`config.mk`:
```
export PLATFORM = sky130hd
export DESIGN_NAME = atan_poly
export DESIGN_NICKNAME = d
export VERILOG_FILES = /design/src/rtl/atan_poly_pkg.sv /design/src/rtl/atan_poly_mac.sv /design/src/rtl/atan_poly.sv
export SDC_FILE = /design/constraint.sdc
export NUM_CORES = 1
export LEC_CHECK = 0
export ABC_AREA = 0
export CORE_UTILIZATION = 36
export CTS_CLUSTER_DIAMETER = 50
export DETAILED_ROUTE_END_ITERATION = 7
export SLEW_MARGIN = 20
export SYNTH_ARGS = -nofsm -noshare
export SYNTH_HDL_FRONTEND = slang
export SYNTH_SLANG_ARGS = --single-unit
```
`constraint.sdc`:
```
create_clock -name clk -period 11.5 [get_ports clk]
set_input_delay 2.3 -clock clk [delete_from_list [all_inputs] [get_ports clk]]
set_output_delay 2.3 -clock clk [all_outputs]
set_load 0.05 [all_outputs]
```
`src/rtl/atan_poly_pkg.sv`:
```
// ============================================================================
// atan_poly_pkg : widths, Q-format shifts and minimax coefficients for atan_poly
// Revision      : 1.0
// ============================================================================
`default_nettype none

package atan_poly_pkg;

  localparam int IN_W  = 8;   // x, signed Q1.7
  localparam int OUT_W = 16;  // atan(x), signed Q1.15 radians
  localparam int LAT   = 4;   // fixed pipeline depth

  localparam int S_W   = 16;  // x^2, unsigned-valued Q2.14
  localparam int T_W   = 17;  // Horner partial sums, signed
  localparam int C_W   = 16;  // coefficient width, signed Q1.15

  localparam int SH_S  = 14;  // rescale after multiplying by x^2
  localparam int SH_X  = 7;   // rescale after multiplying by x

  localparam logic signed [C_W-1:0] C1 = 16'sd32616;
  localparam logic signed [C_W-1:0] C3 = -16'sd9459;
  localparam logic signed [C_W-1:0] C5 = 16'sd2600;

endpackage

`default_nettype wire

```
`src/rtl/atan_poly_mac.sv`:
```
// ============================================================================
// atan_poly_mac : registered acc = C_VAL + ((a*s) >>> SH), valid passes through
// Config        : ATAN_POLY_ROUND_EN adds 2^(SH-1) before the shift
// Revision      : 1.0
// ============================================================================
`default_nettype none

module atan_poly_mac
  import atan_poly_pkg::*;
#(
  parameter int                      A_W   = 16,
  parameter int                      SH    = 14,
  parameter logic signed [C_W-1:0]   C_VAL = '0
) (
  input  logic                  clk,
  input  logic                  rst_n,
  input  logic                  val_i,
  input  logic signed [A_W-1:0] a_i,
  input  logic [S_W-1:0]        s_i,
  output logic                  val_o,
  output logic signed [T_W-1:0] acc_o
);

  localparam int P_W = A_W + S_W + 1;

`ifdef ATAN_POLY_ROUND_EN
  localparam logic signed [P_W-1:0] RND = P_W'(1) << (SH - 1);
`else
  localparam logic signed [P_W-1:0] RND = '0;
`endif

  logic signed [P_W-1:0] a_ext;
  logic signed [P_W-1:0] s_ext;
  logic signed [P_W-1:0] prod;
  logic signed [P_W-1:0] shifted;
  logic signed [P_W-1:0] sum;
  logic signed [T_W-1:0] acc_d;
  logic signed [T_W-1:0] acc_q;
  logic                  val_q;
  logic                  unused_sum_hi;

  // s is unsigned-valued, so it is zero-extended before the signed multiply
  assign a_ext   = P_W'(a_i);
  assign s_ext   = P_W'({1'b0, s_i});
  assign prod    = a_ext * s_ext;
  assign shifted = (prod + RND) >>> SH;
  assign sum     = P_W'(C_VAL) + shifted;
  assign acc_d   = sum[T_W-1:0];

  assign unused_sum_hi = ^sum[P_W-1:T_W];

  always_ff @(posedge clk or negedge rst_n) begin
    if (!rst_n) begin
      acc_q <= '0;
      val_q <= 1'b0;
    end else begin
      acc_q <= acc_d;
      val_q <= val_i;
    end
  end

  assign acc_o = acc_q;
  assign val_o = val_q;

endmodule

`default_nettype wire

```
`src/rtl/atan_poly.sv`:
```
// ============================================================================
// atan_poly : 4-stage pipelined atan(x) ~= x*(C1 + C3*x^2 + C5*x^4), Q1.7 -> Q1.15
// Config    : ATAN_POLY_ROUND_EN selects round-half-up instead of floor shifts
// Revision  : 1.0
// ============================================================================
`default_nettype none

module atan_poly
  import atan_poly_pkg::*;
(
  input  logic             clk,
  input  logic             rst_n,
  input  logic             val_i,
  input  logic [IN_W-1:0]  atan_poly_i,
  output logic             val_o,
  output logic [OUT_W-1:0] atan_poly_o
);

  localparam int Y_W = T_W + IN_W;

`ifdef ATAN_POLY_ROUND_EN
  localparam logic signed [Y_W-1:0] Y_RND = Y_W'(1) << (SH_X - 1);
`else
  localparam logic signed [Y_W-1:0] Y_RND = '0;
`endif

  logic signed [S_W-1:0]  x_ext;
  logic signed [S_W-1:0]  sq;
  logic [S_W-1:0]         s1_q;
  logic [S_W-1:0]         s2_q;
  logic [IN_W-1:0]        x1_q;
  logic [IN_W-1:0]        x2_q;
  logic [IN_W-1:0]        x3_q;
  logic                   v1_q;
  logic                   v2;
  logic                   v3;
  logic                   val_o_q;
  logic signed [T_W-1:0]  t2;
  logic signed [T_W-1:0]  t3;
  logic signed [Y_W-1:0]  y_prod;
  logic signed [Y_W-1:0]  y_full;
  logic [OUT_W-1:0]       atan_d;
  logic [OUT_W-1:0]       atan_q;
  logic                   unused_y_hi;

  // S1: x^2 peaks at 16384 for x=-1.0, so the 16-bit signed product never wraps
  assign x_ext = S_W'($signed(atan_poly_i));
  assign sq    = x_ext * x_ext;

  always_ff @(posedge clk or negedge rst_n) begin
    if (!rst_n) begin
      s1_q    <= '0;
      s2_q    <= '0;
      x1_q    <= '0;
      x2_q    <= '0;
      x3_q    <= '0;
      v1_q    <= 1'b0;
      val_o_q <= 1'b0;
      atan_q  <= '0;
    end else begin
      s1_q    <= sq;
      s2_q    <= s1_q;
      x1_q    <= atan_poly_i;
      x2_q    <= x1_q;
      x3_q    <= x2_q;
      v1_q    <= val_i;
      val_o_q <= v3;
      atan_q  <= atan_d;
    end
  end

  atan_poly_mac #(
    .A_W   (C_W),
    .SH    (SH_S),
    .C_VAL (C3)
  ) u_mac_s2 (
    .clk   (clk),
    .rst_n (rst_n),
    .val_i (v1_q),
    .a_i   (C5),
    .s_i   (s1_q),
    .val_o (v2),
    .acc_o (t2)
  );

  atan_poly_mac #(
    .A_W   (T_W),
    .SH    (SH_S),
    .C_VAL (C1)
  ) u_mac_s3 (
    .clk   (clk),
    .rst_n (rst_n),
    .val_i (v2),
    .a_i   (t2),
    .s_i   (s2_q),
    .val_o (v3),
    .acc_o (t3)
  );

  // S4: |y| <= 25757, so the low 16 bits carry the full result
  assign y_prod = Y_W'(t3) * Y_W'($signed(x3_q));
  assign y_full = (y_prod + Y_RND) >>> SH_X;

  assign unused_y_hi = ^y_full[Y_W-1:OUT_W];

  always_comb begin
    atan_d = atan_q;
    if (v3) begin
      atan_d = y_full[OUT_W-1:0];
    end
  end

  assign val_o       = val_o_q;
  assign atan_poly_o = atan_q;

endmodule

`default_nettype wire

```
* After elaboration in Yosys (flattened, before gate mapping)
Cells that the tools add are included.
** Storage, ports and cells
- Input port bits :: 11
- Register bits after elaboration :: 110
- Logic and storage cells :: 18
** Operators by class
- Multipliers :: 4
- Add/subtract/negate cells :: 2
** Operator list (number)
- multiplier 17 x 17 -> 31 bit :: 1
- multiplier 9 x 16 -> 25 bit, first input constant :: 1
- multiplier 17 x 8 -> 23 bit :: 1
- adder 15 x 17 -> 17 bit, first input constant :: 1
- adder 16 x 17 -> 17 bit, first input constant :: 1
- multiplier 8 x 8 -> 16 bit :: 1

* Longest topological paths before layout
- Depth after elaboration :: 2
- Depth in mapped cells :: 27
- Mapped depth without buffers :: 26

* By module
A second synthesis with hierarchy kept.
** Second synthesis, totals
- Cells, all modules :: 3147
- Area, all modules :: 28872.7 um2
** By module, submodules not included
- atan_poly_mac (u_mac_s3) :: cells an instance 1204, area each 10709.0 um2, seq. area each 450.4 um2, instances 1
- atan_poly_mac (u_mac_s2) :: cells an instance 1107, area each 9713.1 um2, seq. area each 450.4 um2, instances 1
- atan_poly :: cells an instance 836, area each 8450.6 um2, seq. area each 1751.7 um2, instances 1

* Worst setup path before layout
No wires, ideal clock.
- Path type :: reg2reg
- Start point :: reg s2_q[4]
- End point :: reg u_mac_s3.acc_q[16], in the netlist u_mac_s3.acc_o[16]
- Cell stages (with the launch flop) :: 23
- Clock period less this slack :: 7.013 ns
- Arrival time :: 6.889 ns
- Library setup time :: 0.125 ns
- Path slack :: 4.487 ns
- Required time :: 11.375 ns
- Buffers on the path :: 2
- Path through :: dfrtp_1 > clkbuf_1 > clkbuf_1 > nand2_1 > fa_1 > inv_1 > fa_1 > fa_1 > fa_1 > fa_1 > inv_1 > fa_1 > inv_1 > ha_1 > nand2_1 > nor3_1 > and3_1 > a221o_1 > o41a_4 > or2_0 > or4_1 > a41oi_2 > xnor2_1
** Between the ends
- Word-level cells in the longest chain between the ends :: 2
** Ends and longest elaborated chain
- start: declaration :: line atan_poly.sv:30 : logic [S_W-1:0] s2_q;
- start signal: assignment :: line atan_poly.sv:62 : s2_q <= s1_q;
- multiplier 17 x 17 -> 31 bit :: line atan_poly_mac.sv:45 : assign prod = a_ext * s_ext;
- adder 16 x 17 -> 17 bit :: line atan_poly_mac.sv:47 : assign sum = P_W'(C_VAL) + shifted;
- net u_mac_s3.sum[16] :: line atan_poly_mac.sv:36 : logic signed [P_W-1:0] sum;
- end signal: assignment :: line atan_poly_mac.sv:54 : acc_q <= '0;
- end signal: assignment :: line atan_poly_mac.sv:57 : acc_q <= acc_d;
- end: declaration :: line atan_poly_mac.sv:38 : logic signed [T_W-1:0] acc_q;
The timed path passes the listed nets, and every way through them passes these cells.
A chain may end at the register's enable or synchronous reset.

* Worst setup path in the final report
- Start point :: reg s2_q[3]
- End point :: reg u_mac_s3.acc_q[16], in the netlist u_mac_s3.acc_o[16]
The elaborated chain is that of the path after synthesis.

==> flow_summary.yaml <==
sta:
  setup-tns-final_ps: 0
  slew_viol_final: 0
  worstMarginPinSlew_ps: 826
  relSlewSlack: 0.450
  rsz0062_at_grt: "no"
  hold_viol_final: 0
  fmax_ghz: 0.130
  setup_viol: 0
  period_share: 0.668
  finClkSkew_ps: 10.0
  period_needed_ps: 7690
placed_design:
  dp.cells: 2935
  dp_hpwl_mm: 36.5
  io_buffer_count: 27
  gp_congestion: 0.837
logic_synthesis:
  ys_seq_area_frac: 0.126
  synth_edf_count: 0
  synth_top_area_frac: 0.386
  syn_inst: 2200
  synthTopCellsByArea: "fa_1 (39%), ha_1 (13%), dfrtp_1 (13%)"
  synth_largest_area_cell: "fa_1"
  ys_ff_latch: 106
  synthTopCellsByCount: "inv_1 (532), fa_1 (406), ha_1 (223)"
  synth-main-ff-cell: "dfrtp_1"
  yosys_warnings: 0
  synth_cell_types: 66
  synth.most_common_cell: "inv_1"
  syn_avg_cell_area_um2: 9.56
  syn-cell-area_um2: 21000
  synthArstFlopShare: 1.00
final_layout:
  fin_nets: 2821
  fillerInstances: 5713
  final_util: 0.387
  synthToLayoutAreaGrowth_pct: 6.20
  layout-drive-gt1-share: 0.0229
  num_antenna_cells: 0
  instances_no_fill: 2951
min_path:
  hold_path.class: "reg -> reg"
cts:
  clkTransAtPathRegs_ps: 70
  cts.sinks: 106
  ctsHoldBuffers: 0
  clk_latency_ps: 380
  clockBufferDepth: 2
  numCtsBuffers: 9
  cts.repair.resized: 0
  cts-root-buf: "clkbuf_16"
  cts_setup_buffers: 0
  cts_tree: "yes"
  htreeDepth: 3
global_route:
  antenna_found_initial: 0
  grt_overflow_total: 0
  grt_pass1_vias: 15000
  grt_first_pass_wirelength_mm: 74.4
  grt_use_total: 0.154
  grt_max_degree: 66
critical_path:
  worst-endpoint-required_ps: 11750
  cp.arrival_ps: 7940
  cp-end-kind: "flip-flop"
  critPathKind: "reg -> reg"
  critPathLaunchType: "flip-flop"
  crit_path_max_fanout: 17
job:
  drv_cap: 0
routing:
  wire_per_inst_um: 14.6
  postRouteAntennaNets: 0
  drc: 0
  drt_iter0_markers: 541
  vias: 13800
  dr.pass1.iters: 5
  wirelength_mm: 43.2
  detail_route.vias_per_cell: 4.68
status:
  status: "finished clean"
die:
  core.rowCount: 88
  coreArea_um2: 57700
  die_area_um2: 59400
  die_h_um: 244
  die_x_um: 244
  ios: 28
  initial_core_util: 0.365
[worst paths after layout]
kind / start / depth (start not counted) / endpoint / slack, ps
max in group asynchronous: rst_n / 2 / u_mac_s3.acc_o[16] / 8350
max reg2reg: s2_q[3] / 21 / u_mac_s3.acc_o[16] / 3810
min in group asynchronous: rst_n / 1 / atan_poly_o[0] / 1890
max: s2_q[3] / 21 / u_mac_s3.acc_o[16] / 3810
min: x1_q[7] / 0 / x2_q[7] / 350
min reg2reg: x1_q[7] / 0 / x2_q[7] / 350
[layout make-up]
cell class / instances / area (um^2) / area share
Inverter: 532 / 2000 / 0.0894
Timing Repair Buffer: 28 / 275 / 0.0123
Tap cell: 765 / 957 / 0.0428
Multi-Input combinational cell: 1504 / 16200 / 0.724
Clock inverter: 5 / 46.3 / 0.00207
Sequential cell: 106 / 2650 / 0.119
Clock buffer: 11 / 243 / 0.0109
[stage by stage]
stage | cell area [um^2] | setup WS [ps] | hold slack [ps]
global route | 22300 | 3400 | 356
finish | 22300 | 3810 | 349
CTS | 22300 | 3850 | 347
detailed placement | 22100 | 3860 | 335
floorplan | 21100 | 4490 | 331
global placement | 22100 | 3990 | 332
[state kept, by name (all words and copies together) (netlist names)]
register,count
x1_q,8
val_o,1
u_mac_s2.val_o,1
v1_q,1
u_mac_s3.val_o,1
x2_q,8
x3_q,8
atan_poly_o,16
s1_q,14
u_mac_s3.acc_o,17
s2_q,14
u_mac_s2.acc_o,17
[placed cells by master (no fill, tap or decap), drive strengths merged, types with 3 or more instances in the layout]
master	netlist	final
fa	406	406
nand2b	27	27
o2111ai	4	4
a211oi	12	12
o211ai	5	5
and3	13	13
a31o	3	3
a21o	20	20
nor4	5	5
or2	5	5
xor2	21	21
clkdlybuf4s50	0	26
nor2b	12	12
and2	219	219
mux2i	3	3
clkbuf	61	11
nor2	53	53
o21ai	29	29
conb	2	6
ha	223	223
dfrtp	106	106
or3	3	3
mux2	15	15
o31ai	5	5
a221oi	4	4
nor3	18	18
a31oi	8	8
xnor2	77	77
o21a	7	7
nand2	210	210
nand4	3	3
a21oi	39	39
inv	532	534
clkinv	0	3
o21bai	4	4
nand3	15	15
[layer usage]
| layer | vias to the layer above | routed length (um) | GRT usage |
|---|---|---|---|
| met4 | 0 | 623 | 0.0331 |
| met3 | 32 | 1260 | 0.0182 |
| met5 | - | 0 | 0 |
| met2 | 180 | 21400 | 0.268 |
| li1 | 6562 | - | - |
| met1 | 7039 | 19900 | 0.206 |
[logic make-up (layout without fill, tap and decap cells)]
family | after synthesis | count (layout) | synth area share
adder cells (fa/ha/maj) | 629 | 629 | 0.519
buffers and inverters | 594 | 576 | 0.106
AND/OR/NAND/NOR | 592 | 592 | 0.145
AO/OA/AOI/OAI | 161 | 161 | 0.0535
flip-flops | 106 | 106 | 0.126
XOR/XNOR | 98 | 98 | 0.0408
multiplexers | 18 | 18 | 0.00946
other | 2 | 6 | 0.000357
[critical path, cell delays in order (launching register included)]
cell	delay, ps
dfrtp_1	710
and2_1	270
inv_1	70
fa_1	610
fa_1	580
inv_1	50
fa_1	560
fa_1	450
fa_1	560
inv_1	60
fa_1	530
inv_1	40
ha_1	340
nand3_1	180
o221ai_1	240
a221oi_2	640
mux2_2	400
o21ai_1	250
nand2_1	170
or4_1	530
a41oi_2	250
xnor2_1	90
Power is left out: the tool's default activity adds up to more than one toggle a clock period on the data nets, which glitch-free logic cannot reach.
